==> config.mk <==
export PLATFORM = sky130hd
export DESIGN_NAME = mul_hilo_sequencer
export DESIGN_NICKNAME = d
export VERILOG_FILES = /design/src/rtl/mul_hilo_pkg.sv /design/src/rtl/mul_hilo_sequencer_step.sv /design/src/rtl/mul_hilo_sequencer.sv
export SDC_FILE = /design/constraint.sdc
export NUM_CORES = 1
export LEC_CHECK = 0
export ABC_AREA = 1
export CAP_MARGIN = 20
export CORE_MARGIN = 3
export CORE_UTILIZATION = 59
export DETAILED_ROUTE_END_ITERATION = 7
export HOLD_SLACK_MARGIN = 0.15
export PLACE_DENSITY_LB_ADDON = 0.08
export SLEW_MARGIN = 20
export SYNTH_ARGS = -nofsm -noshare
export SYNTH_HDL_FRONTEND = slang
export SYNTH_HIERARCHICAL = 1
export SYNTH_SLANG_ARGS = --single-unit
==> constraint.sdc <==
create_clock -name clk -period 2.85 [get_ports clk]
set_input_delay 0.4275 -clock clk [delete_from_list [all_inputs] [get_ports clk]]
set_output_delay 0.4275 -clock clk [all_outputs]
set_load 0.05 [all_outputs]
==> src/rtl/mul_hilo_pkg.sv <==
// Shared types and constants for the HI/LO multiply sequencer.
package mul_hilo_pkg;

  typedef enum logic {
    IDLE = 1'b0,
    RUN  = 1'b1
  } mul_state_e;

  localparam logic RD_LO = 1'b0;
  localparam logic RD_HI = 1'b1;

  localparam int unsigned DEF_WIDTH = 32;

  function automatic int unsigned prod_w(input int unsigned w);
    return 2 * w;
  endfunction

endpackage

==> src/rtl/mul_hilo_sequencer_step.sv <==
// One shift-add iteration: conditionally accumulate the multiplicand, then
// advance the multiplicand left and the multiplier right.
module mul_shift_add_step
  import mul_hilo_pkg::*;
#(
  parameter int unsigned WIDTH = DEF_WIDTH
) (
  input  logic [prod_w(WIDTH)-1:0] acc_i,
  input  logic [prod_w(WIDTH)-1:0] mcand_i,
  input  logic [WIDTH-1:0]         mplier_i,
  output logic [prod_w(WIDTH)-1:0] acc_o,
  output logic [prod_w(WIDTH)-1:0] mcand_o,
  output logic [WIDTH-1:0]         mplier_o
);

  always_comb begin
    acc_o    = mplier_i[0] ? (acc_i + mcand_i) : acc_i;
    mcand_o  = mcand_i << 1;
    mplier_o = mplier_i >> 1;
  end

endmodule

==> src/rtl/mul_hilo_sequencer.sv <==
// Multi-cycle unsigned multiply with HI/LO result registers; stalls the core
// while a read or a new multiply cannot yet be served in order.
module mul_hilo_sequencer
  import mul_hilo_pkg::*;
#(
  parameter int unsigned WIDTH = DEF_WIDTH
) (
  input  logic             clk,
  input  logic             reset,
  input  logic             start,
  input  logic [WIDTH-1:0] opa,
  input  logic [WIDTH-1:0] opb,
  input  logic             rd_req,
  input  logic             rd_sel,
  output logic [WIDTH-1:0] rd_data,
  output logic             stall,
  output logic             busy,
  output logic [WIDTH-1:0] hi,
  output logic [WIDTH-1:0] lo
);

  localparam int unsigned PW    = prod_w(WIDTH);
  localparam int unsigned CNT_W = $clog2(WIDTH + 1);

  mul_state_e        state_q, state_d;
  logic [PW-1:0]     acc_q, acc_d;
  logic [PW-1:0]     mcand_q, mcand_d;
  logic [WIDTH-1:0]  mplier_q, mplier_d;
  logic [CNT_W-1:0]  count_q, count_d;
  logic [WIDTH-1:0]  hi_q, hi_d;
  logic [WIDTH-1:0]  lo_q, lo_d;

  logic [PW-1:0]     step_acc;
  logic [PW-1:0]     step_mcand;
  logic [WIDTH-1:0]  step_mplier;

  mul_shift_add_step #(
    .WIDTH (WIDTH)
  ) u_step (
    .acc_i    (acc_q),
    .mcand_i  (mcand_q),
    .mplier_i (mplier_q),
    .acc_o    (step_acc),
    .mcand_o  (step_mcand),
    .mplier_o (step_mplier)
  );

  always_comb begin
    state_d  = state_q;
    acc_d    = acc_q;
    mcand_d  = mcand_q;
    mplier_d = mplier_q;
    count_d  = count_q;
    hi_d     = hi_q;
    lo_d     = lo_q;

    case (state_q)
      IDLE: begin
        if (start) begin
          acc_d    = '0;
          mcand_d  = {{WIDTH{1'b0}}, opa};
          mplier_d = opb;
          count_d  = CNT_W'(WIDTH);
          state_d  = RUN;
        end
      end
      RUN: begin
        acc_d    = step_acc;
        mcand_d  = step_mcand;
        mplier_d = step_mplier;
        count_d  = count_q - 1'b1;
        // Last iteration: commit the product straight from the adder output.
        if (count_q == CNT_W'(1)) begin
          hi_d    = step_acc[PW-1:WIDTH];
          lo_d    = step_acc[WIDTH-1:0];
          state_d = IDLE;
        end
      end
      default: state_d = IDLE;
    endcase
  end

  always_ff @(posedge clk) begin
    if (reset) begin
      state_q  <= IDLE;
      acc_q    <= '0;
      mcand_q  <= '0;
      mplier_q <= '0;
      count_q  <= '0;
      hi_q     <= '0;
      lo_q     <= '0;
    end else begin
      state_q  <= state_d;
      acc_q    <= acc_d;
      mcand_q  <= mcand_d;
      mplier_q <= mplier_d;
      count_q  <= count_d;
      hi_q     <= hi_d;
      lo_q     <= lo_d;
    end
  end

  // A start or read arriving mid-multiply is held off until the product lands.
  always_comb begin
    busy    = (state_q == RUN);
    stall   = busy & (rd_req | start);
    rd_data = (rd_sel == RD_HI) ? hi_q : lo_q;
    hi      = hi_q;
    lo      = lo_q;
  end

endmodule

# Word-level counts from Yosys, hierarchy flattened
# Index checks and enable logic that the tools add are counted.
# classes
add_sub_neg	2
multipliers	0
n_div	0
magnitude_cmp	0
n_eq_ne	2
n_shift	0
n_mux	13
bitwise_logic	3
reduce_logical	1
# ops
operator	n
one-hot mux 64 bit (2 select lines)	2
two-way mux 64 bit	3
adder 64 bit	1
two-way mux 32 bit	2
one-hot mux 32 bit (2 select lines)	1
one-hot mux 6 bit (2 select lines)	1
equality test 6 x 1 -> 1 bit (second input constant)	1
two-way mux 6 bit	1
subtractor 6 x 1 -> 6 bit (second input constant)	1
two-way mux 1 bit	2
inequality test 2 bit (second input constant)	1
one-hot mux 1 bit (2 select lines)	1
AND reduction 2 bit	1
bitwise AND 1 bit	1
inverter 1 bit	1
bitwise OR 1 bit	1
# totals
ff_bits	231
latch_bits	0
ramBits	0
mem_bits_ro	0
input_bits	69
output_inout_bits	98
wordCells	28
mem_count	0

# Longest topological paths before layout
# Gate-level depths: netlist of run 1.
# depth
ltp_word	3
mapped_depth	19
ltp_nobuf	19

# Modules after synthesis
# Netlist of run 1, hierarchy kept.
# by_module_without_submodules
mod	n_inst	cells_per_inst	area_per_inst_um2	seq_area_each_um2
mul_hilo_sequencer	1	1401	9923.3	4624.4
mul_shift_add_step	1	1522	7355.8	0.0

# Least setup slack after synthesis of run 1
# No wires, ideal clock.
# synth_timing
kind	register to register
start	register acc_q[0]
end	register hi_q[30] (netlist: hi[30])
setup_ps	114
t_arrival_ps	2008
t_required_ps	2736
path_slack_ps	728
stages_incl_launch_ff	19
n_path_buf	0
synth_period_minus_slack_ps	2122
path_cell_list	dfxtp_1 ha_1 fa_1 nand3_1 nand3_2 nand2_1 nand2_1 nand2_1 nand2_2 nand2_1 nand2_2 nand2_1 nand3_1 nand3_1 nand2_1 inv_1 nand3_1 nand2_1 nor2_1
# synth_via
elab_chain_cells	2
# synth_lines
element	line_no	text
start, declared	mul_hilo_sequencer.sv:26	logic [PW-1:0] acc_q, acc_d;
start signal, assigned	mul_hilo_sequencer.sv:86	acc_q <= '0;
start signal, assigned	mul_hilo_sequencer.sv:94	acc_q <= acc_d;
adder 64 bit	mul_hilo_sequencer_step.sv:17	acc_o = mplier_i[0] ? (acc_i + mcand_i) : acc_i;
two-way mux 64 bit	mul_hilo_sequencer_step.sv:17	
net step_acc[62]	mul_hilo_sequencer.sv:33	logic [PW-1:0] step_acc;
end signal, assigned	mul_hilo_sequencer.sv:98	hi_q <= hi_d;
end, declared	mul_hilo_sequencer.sv:30	logic [WIDTH-1:0] hi_q, hi_d;
# The timed path passes the listed nets, and every way through them passes these cells.
# A chain may end at the register's enable or synchronous reset.

# Final worst setup path of run 1
# layout_timing
start	register acc_q[0]
end	register lo_q[6] (netlist: lo[6])
# layout_via
elab_chain_cells	2
# layout_lines
element	line_no	text
adder 64 bit	mul_hilo_sequencer_step.sv:17	
two-way mux 64 bit	mul_hilo_sequencer_step.sv:17	
net step_acc[6]	mul_hilo_sequencer.sv:33	
end signal, assigned	mul_hilo_sequencer.sv:99	lo_q <= lo_d;
end, declared	mul_hilo_sequencer.sv:31	logic [WIDTH-1:0] lo_q, lo_d;
# The timed path passes the listed nets, and every way through them passes these cells.

==> results.md, run 1 <==
* Run status: complete, no violations
* Combined global-route utilization of all metal layers at 0.3302
* Maximum buffer depth of the clock tree at 3
* Startpoint of the most critical hold path: count_q[1]
* Synth warn at 6
* Sequential-to-total area share from yosys stat at 0.2676
* Via count of the first global-routing pass at 15880
* Overall die area at 31380 um2
* Number of buffers and inverters on the critical path at 1
* Area occupied by multi-input gates at 9648 um2
* Most prevalent standard cell on the critical path: nand2_1
* Number of placed I/O pins at 167
* Compound-cell area share of the yosys netlist at 0.05286
* Clock sink total at 231
* Post-synth top cells: nand2_1, inv_1, dfxtp_1
* Mean instance size in the synthesized netlist at 5.911 um2
* Worst-path maximum fanout at 5
* Routed via count at 17640
* Share of synthesized cell area in full adder, half adder and majority cells at 0.04823
* Core region area at 28780 um2
* Detailed-routing iteration count for the pre-antenna-repair pass at 6
* Width of the die at 177.1 um
* DRC violation count after routing at 0
* Final setup viols at 0
* Number of fill cells in the layout at 2649
* Number of placement rows at 62
* Hold path cells at 2
* Mux share of post-synthesis cell area at 0.02085
* Cell type with the highest aggregate area in the netlist: dfxtp_1
* Number of max-slew violations in the final report at 0
* Most frequently used cell type in the post-synthesis netlist: nand2_1
* Launching point of the worst reg2reg path: acc_q[0]
* Seq cells post-synth at 231
* Number of nets with antenna violations after detailed routing at 0
* Critical Path Sink Type: register
* Last weighted congestion value of the routability-driven placer at 1.055
* CTS clk-pin slew, worst paths at 60 ps
* Endpoint, Worst Hold: count_q[1]
* Final core utilization at 0.6802
* Number of enable flip-flop cells after synthesis at 0
* Netlist cell types at 38
* Layout net count at 3085
* Via count normalized by instance count at 5.262
* Root Buffer: clkbuf_16
* Grt total ovfl at 0
* Total Routed Length at 53110 um
* Number of cells produced by synthesis at 2923
* CP Launch Point: acc_q[0]
* Worst VDD drop at 0.4707 mV
* Hold crit path type: reg -> reg
* Routed length per instance at 15.84 um
* Simple logic cell fraction of the synthesized area at 0.4201
* Pin count of the biggest net entering global routing at 161
* CP max stage cell: o21ai_0
* Top delay family on crit path: simple AND/OR/NAND/NOR gates
* Register-to-Register Setup Slack at 180 ps
* Highest cell delay on the worst timing path at 630 ps
* Final std cell area, no fill at 19580 um2
* Count of H-tree levels built during CTS at 1
* Worst rel slew slack at 0.4281
* Cell area after placement at 18690 um2
* Starting density of the core at 0.6004
* Post-CTS setup buffer count at 0
* Hold Violations, Final at 0
* Endpoint of the lowest-slack register-to-register path: lo[6]
* Arrival time at the worst endpoint at 3150 ps
* Power per unit of standard cell area at 406.7 nW/um2
* Number of violations of the max-capacitance limit at 0
* Clock skew at 18.13 ps
* Number of antenna violations at the first check in global routing at 1
* Share of Yosys cell area claimed by the top area cell type at 0.2676
* Synth area leaders: dfxtp_1, nand2_1, inv_1
* RSZ-0062 raised after global routing: no
* Share of flip-flops with an asynchronous set or reset after synthesis at 0
* Static Leak at 9.783 nW
* TritonCTS buffer count at 26
* Parity-gate share of the synthesized area counting xor and xnor cells at 0.01419
* Iter 0 DRT Violations at 1529
* Clock latency on the worst-skew pair at 550 ps
* Top_reg_cell synth: dfxtp_1
* Chip height at 177.1 um
* Final period util at 0.9362
* Type of the worst setup path: reg -> reg
* Layout cells sized above 1 at 0.09265
* Seq. cell area at 4628 um2
* Clock tree from TritonCTS: built
* Critical Path Start Type: register
* Req. time, crit path at 3340 ps
* Detail Placement HPWL at 41160 um
* Cell Area, Synth at 17280 um2
* CP cell instances: ha_1 > fa_2 > nand3_1 > nand3_2 > nand2_1 > nand2_1 > xnor2_1 > o21ai_0 > inv_1 > nand3_1 > nand2_1 > nor2_1
* Clock period minus final worst setup slack at 2668 ps
* Max Freq at 0.3748 GHz
* Transition time at the pin with the least slew margin at 857.8 ps
* Final sum of negative setup slack at 0 ps
* First-pass GRT wire length at 82790 um
* Port-buffer cells at 166
* Worst reg2reg path depth at 12
* Main combinational cell family by area after synthesis: simple AND/OR/NAND/NOR gates
* Area Overhead vs Synth at 13.29%
==> worst max-delay path by stage <==
stage	to	slack (ps)	depth (start not counted)
after floorplan	hi[30]	730	18
after global placement	hi[24]	60	17
after detailed placement	hi[24]	-3	17
after CTS	hi[24]	70	17
after global routing	hi[28]	10	16
final	lo[6]	180	12
==> routing by layer <==
layer,share of wire,vias to the layer above,GRT usage
met4,0.033,0,0.1028
met5,0,-,0
met2,0.44,730,0.5353
met3,0.095,97,0.05491
li1,-,8808,-
met1,0.43,8007,0.4502
==> metrics by stage <==
step,total power [mW],hold slack [ps],cells,setup slack [ps]
CTS,8.002,471.5,3352,72.10
global placement,4.606,452.3,3305,57.86
detailed placement,4.628,461.7,3305,-2.596
global route,8.224,494.8,3352,12.28
finish,7.961,474.2,3353,181.9
floorplan,4.310,442.2,2924,727.6
==> area by class of cell <==
cell class | instances | area share
Sequential cell | 231 | 0.2364
Clock inverter | 6 | 0.003196
Timing Repair Buffer | 199 | 0.1152
Clock buffer | 40 | 0.04059
Inverter | 453 | 0.08699
Antenna cell | 1 | 0.0001278
Tap cell | 384 | 0.02454
Multi-Input combinational cell | 2039 | 0.4929
==> tightest hold or removal path: stages, from the launching register on <==
cell and delay [ps]:
dfxtp_1 310, nand2_1 60, a21oi_1 50
==> state kept, by name (all words and copies together) (netlist names) <==
register  count
count_q       6
lo           32
hi           32
busy          1
acc_q        64
mcand_q      64
mplier_q     32
==> placed cells by master, fill, tap and decap left out, drive strengths merged, types with 2 or more instances in the layout <==
| master | count |
|---|---|
| nand2 | 1214 |
| o21ai | 35 |
| nand3b | 9 |
| or2 | 3 |
| mux2 | 32 |
| dfxtp | 231 |
| xnor2 | 26 |
| nand4 | 11 |
| nand3 | 217 |
| a21oi | 143 |
| nor3 | 16 |
| buf | 66 |
| xor2 | 2 |
| nor4 | 2 |
| conb | 2 |
| clkinv | 7 |
| ha | 65 |
| o21bai | 2 |
| clkdlybuf4s50 | 132 |
| clkbuf | 40 |
| inv | 451 |
| nor2 | 257 |
==> power breakdown <==
group / switching, mW / internal (mW)
Sequential: 0.0865 / 3.33
Combinational: 0.734 / 0.419
Clock: 1.40 / 2.00
Total: 2.22 / 5.74
==> repair_timing <==
item / 4_1_cts / 5_1_grt
resized for setup: 1 / 4
endpoints found under the setup margin: 1 / 16
hold buffers: 1 / 0
endpoints found under the hold margin: 3 / 0
==> kinds of logic after synthesis <==
logic type / Yosys count
fa+ha+maj: 66
buf+inv: 654
other cells: 1
compound gates: 181
simple gates: 1730
xor+xnor: 28
flops: 231
mux: 32
Note: power is estimated with default switching activity, not from simulation.
==> run 2, diff against run 1 <==
Settings changed: CAP_MARGIN 20 to 40, CELL_PAD_IN_SITES_DETAIL_PLACEMENT from default to 1, CELL_PAD_IN_SITES_GLOBAL_PLACEMENT from default to 2, CORE_UTILIZATION 59 to 31.
==> run 2 against run 1 <==
  * Setup slack worse by 60 ps
  * Die area is 87% higher
  * Hold slack got worse by 160 ps
  * Combinational power rose by 6%
  * Global-route usage is 10 points lower
  * Sequential power about the same
  * Maximum frequency is 2.2% lower
  * Sequential share of layout area is 1.1 points lower
  * Largest cell class unchanged
  * Largest power group is now clock
==> results.md, run 2 (synthesis gave the netlist of run 1 again) <==
* Number of violations of the max-capacitance limit at 0 (unchanged)
* First-pass GRT wire length at 104400 um (+26%)
* Clock latency on the worst-skew pair at 590 ps (+40 ps)
* Share of total power consumed by net switching at 0.2875 (+0.008829)
* Chip height at 242.1 um (+37%)
* Highest cell delay on the worst timing path at 400 ps (-230 ps)
* Port-buffer cells at 166 (unchanged)
* Most prevalent standard cell on the critical path: nand2_1
* Layout cells sized above 1 at 0.1124 (+0.01971)
* Static Leak at 10.04 nW (+2.6%)
* Grt total ovfl at 0 (unchanged)
* Detailed-routing wirelength on met1 at 33230 um (+46%)
* Number of buffers and inverters on the critical path at 1 (unchanged)
* Number of placed I/O pins at 167 (unchanged)
* Count of hold buffers inserted by post-cts repair at 0 (-1)
* Clock skew at 22.31 ps (+4.185 ps)
* Met3 Wirelength at 2441 um (-52%)
* Transition time at the pin with the least slew margin at 716.5 ps (-141.4 ps)
* Worst VDD drop at 0.4515 mV (-4.1%)
* Routed via count at 17510 (-0.74%)
* Top library cells by usage in the layout, fill and taps aside: nand2_1, inv_1, dfxtp_1
* Number of inserted diodes at 0 (-1)
* Starting density of the core at 0.3173 (-0.2831)
* Tightest hold margin at 311.9 ps (-162.3 ps)
* Number of max-slew violations in the final report at 0 (unchanged)
* Total Routed Length at 67730 um (+28%)
* TritonCTS buffer count at 30 (+15%)
* Final core utilization at 0.3773 (-0.3029)
* Arrival time at the worst endpoint at 3190 ps (+40 ps)
* Top delay family on crit path: simple AND/OR/NAND/NOR gates
* Routed length per instance at 18.08 um (+14%)
* Top flop regs: acc_q x64, mcand_q x64
* Core region area at 54450 um2 (+89%)
* Fraction of power consumed by combinational cells at 0.143 (-0.002)
* Area occupied by multi-input gates at 9752 um2 (+1.1%)
* Last weighted congestion value of the routability-driven placer at 0.9139 (-13%)
* CTS clk-pin slew, worst paths at 60 ps (about the same)
* Number of nets with antenna violations after detailed routing at 0 (unchanged)
* Layout net count at 3120 (+1.1%)
* Critical Path Sink Type: register
* Clock tree from TritonCTS: built
* Number of antenna violations at the first check in global routing at 2 (+1)
* Share of power burned in registers at 0.402 (-0.027)
* Overall die area at 58610 um2 (+87%)
* Clock sink total at 231 (unchanged)
* Top routing layer in use: met4
* Worst rel slew slack at 0.5223 (+0.09424)
* Max Freq at 0.3666 GHz (-2.2%)
* Detail Placement HPWL at 54280 um (+32%)
* Iter 0 DRT Violations at 713 (-53%)
* Clock period minus final worst setup slack at 2728 ps (+59.93 ps)
* Hold Violations, Final at 0 (unchanged)
* Root Buffer: clkbuf_16
* Most common cell after layout, fill and taps aside: nand2_1
* DRC violation count after routing at 0 (unchanged)
* Detailed route wirelength on metal2 at 30710 um (+31%)
* Maximum buffer depth of the clock tree at 3 (unchanged)
* Total power of the final layout at 8.514 mW (+6.9%)
* Number of fill cells in the layout at 7193 (+170%)
* Count of H-tree levels built during CTS at 1 (unchanged)
* CP max stage cell: ha_1
* Type of the worst setup path: reg -> reg
* Req. time, crit path at 3320 ps (-20 ps)
* Seq. cell area at 4629 um2 (about the same)
* Run status: complete, no violations
* Detailed-routing iteration count for the pre-antenna-repair pass at 4 (-2)
* Final setup viols at 0 (unchanged)
* Hold crit path type: in -> reg
* Final period util at 0.9572 (+0.02103)
* Width of the die at 242.1 um (+37%)
* Switching component of the power at 2.448 mW (+10%)
* Worst-path maximum fanout at 7 (+2)
* Area Overhead vs Synth at 18.90%
* Clock share of power at 0.456 (+0.030)
* Critical Path Start Type: register
* Number of placement rows at 85 (+37%)
* Pin count of the biggest net entering global routing at 103 (-36%)
* Internal at 6.066 mW (+5.6%)
* Via count of the first global-routing pass at 17790 (+12%)
* Combined global-route utilization of all metal layers at 0.2256 (-0.1046)
* Power per unit of standard cell area at 414.4 nW/um2 (+1.9%)
* CP cell instances: ha_1 > nand3_1 > nand3_2 > nand2_1 > nand2_2 > nand2_1 > nand2_1 > nand2_1 > nand2_2 > nand2_1 > nand2_1 > nand2_1 > nand3_1 > nand2_2 > inv_1 > nand3_1 > nand2_1 > nor2_1
* Via count normalized by instance count at 4.674 (-11%)
## run 2: final timing paths
path	end	startpoint	slack [ps]	cells past startpoint
setup / recovery	hi[15]	acc_q[2]	120	18
setup reg to reg	hi[15]	acc_q[2]	120	18
hold reg to reg	count_q[4]	count_q[4]	470	2
hold / removal	count_q[1]	reset	310	2
## run 2: area by class of cell
cell class	instances	area share
multi-input cells	2039	0.4747
flip-flops and latches	231	0.2253
repair buffers	230	0.1238
inverters	453	0.08289
well taps	739	0.04501
clock buffers	44	0.04257
clock inverters	11	0.005786
## run 2: power by group through the flow
stage / clock [mW] / sequential, mW / combinational, mW
CTS: 4.01 / 3.42 / 1.23
finish: 3.88 / 3.42 / 1.22
detailed placement: 0 / 3.49 / 1.23
global placement: 0 / 3.49 / 1.22
global route: 4.12 / 3.43 / 1.34
floorplan: 0 / 3.55 / 0.762
## run 2: metrics by stage
| step | area [um2] | std cells | setup slack (ps) | TNS [ps] |
|---|---|---|---|---|
| finish | 20540 | 3747 | 122.0 | 0 |
| global placement | 19430 | 3692 | -96.89 | -96.89 |
| detailed placement | 19430 | 3692 | -133.0 | -133.0 |
| global route | 20540 | 3747 | -6.866 | -7.645 |
| CTS | 20430 | 3747 | 51.46 | 0 |
| floorplan | 17280 | 2924 | 727.6 | 0 |
## run 2: per-layer routing
layer	track usage	vias to the layer above
met2	0.3796	281
met1	0.3158	8301
li1	-	8870
met5	0	-
met3	0.01826	60
met4	0.04579	0
## run 2: what timing repair did
item	4_1_cts	5_1_grt
resized for setup	3	33
buffers inserted	0	0
endpoints found under the setup margin	2	34
gates cloned	0	0
endpoints found under the hold margin	0	0
==> run 3, diff against run 2 <==
Settings changed: CAP_MARGIN 40 to default.
==> results of run 3 <==
Final layout, timing and power as in run 2 (identical DEF).
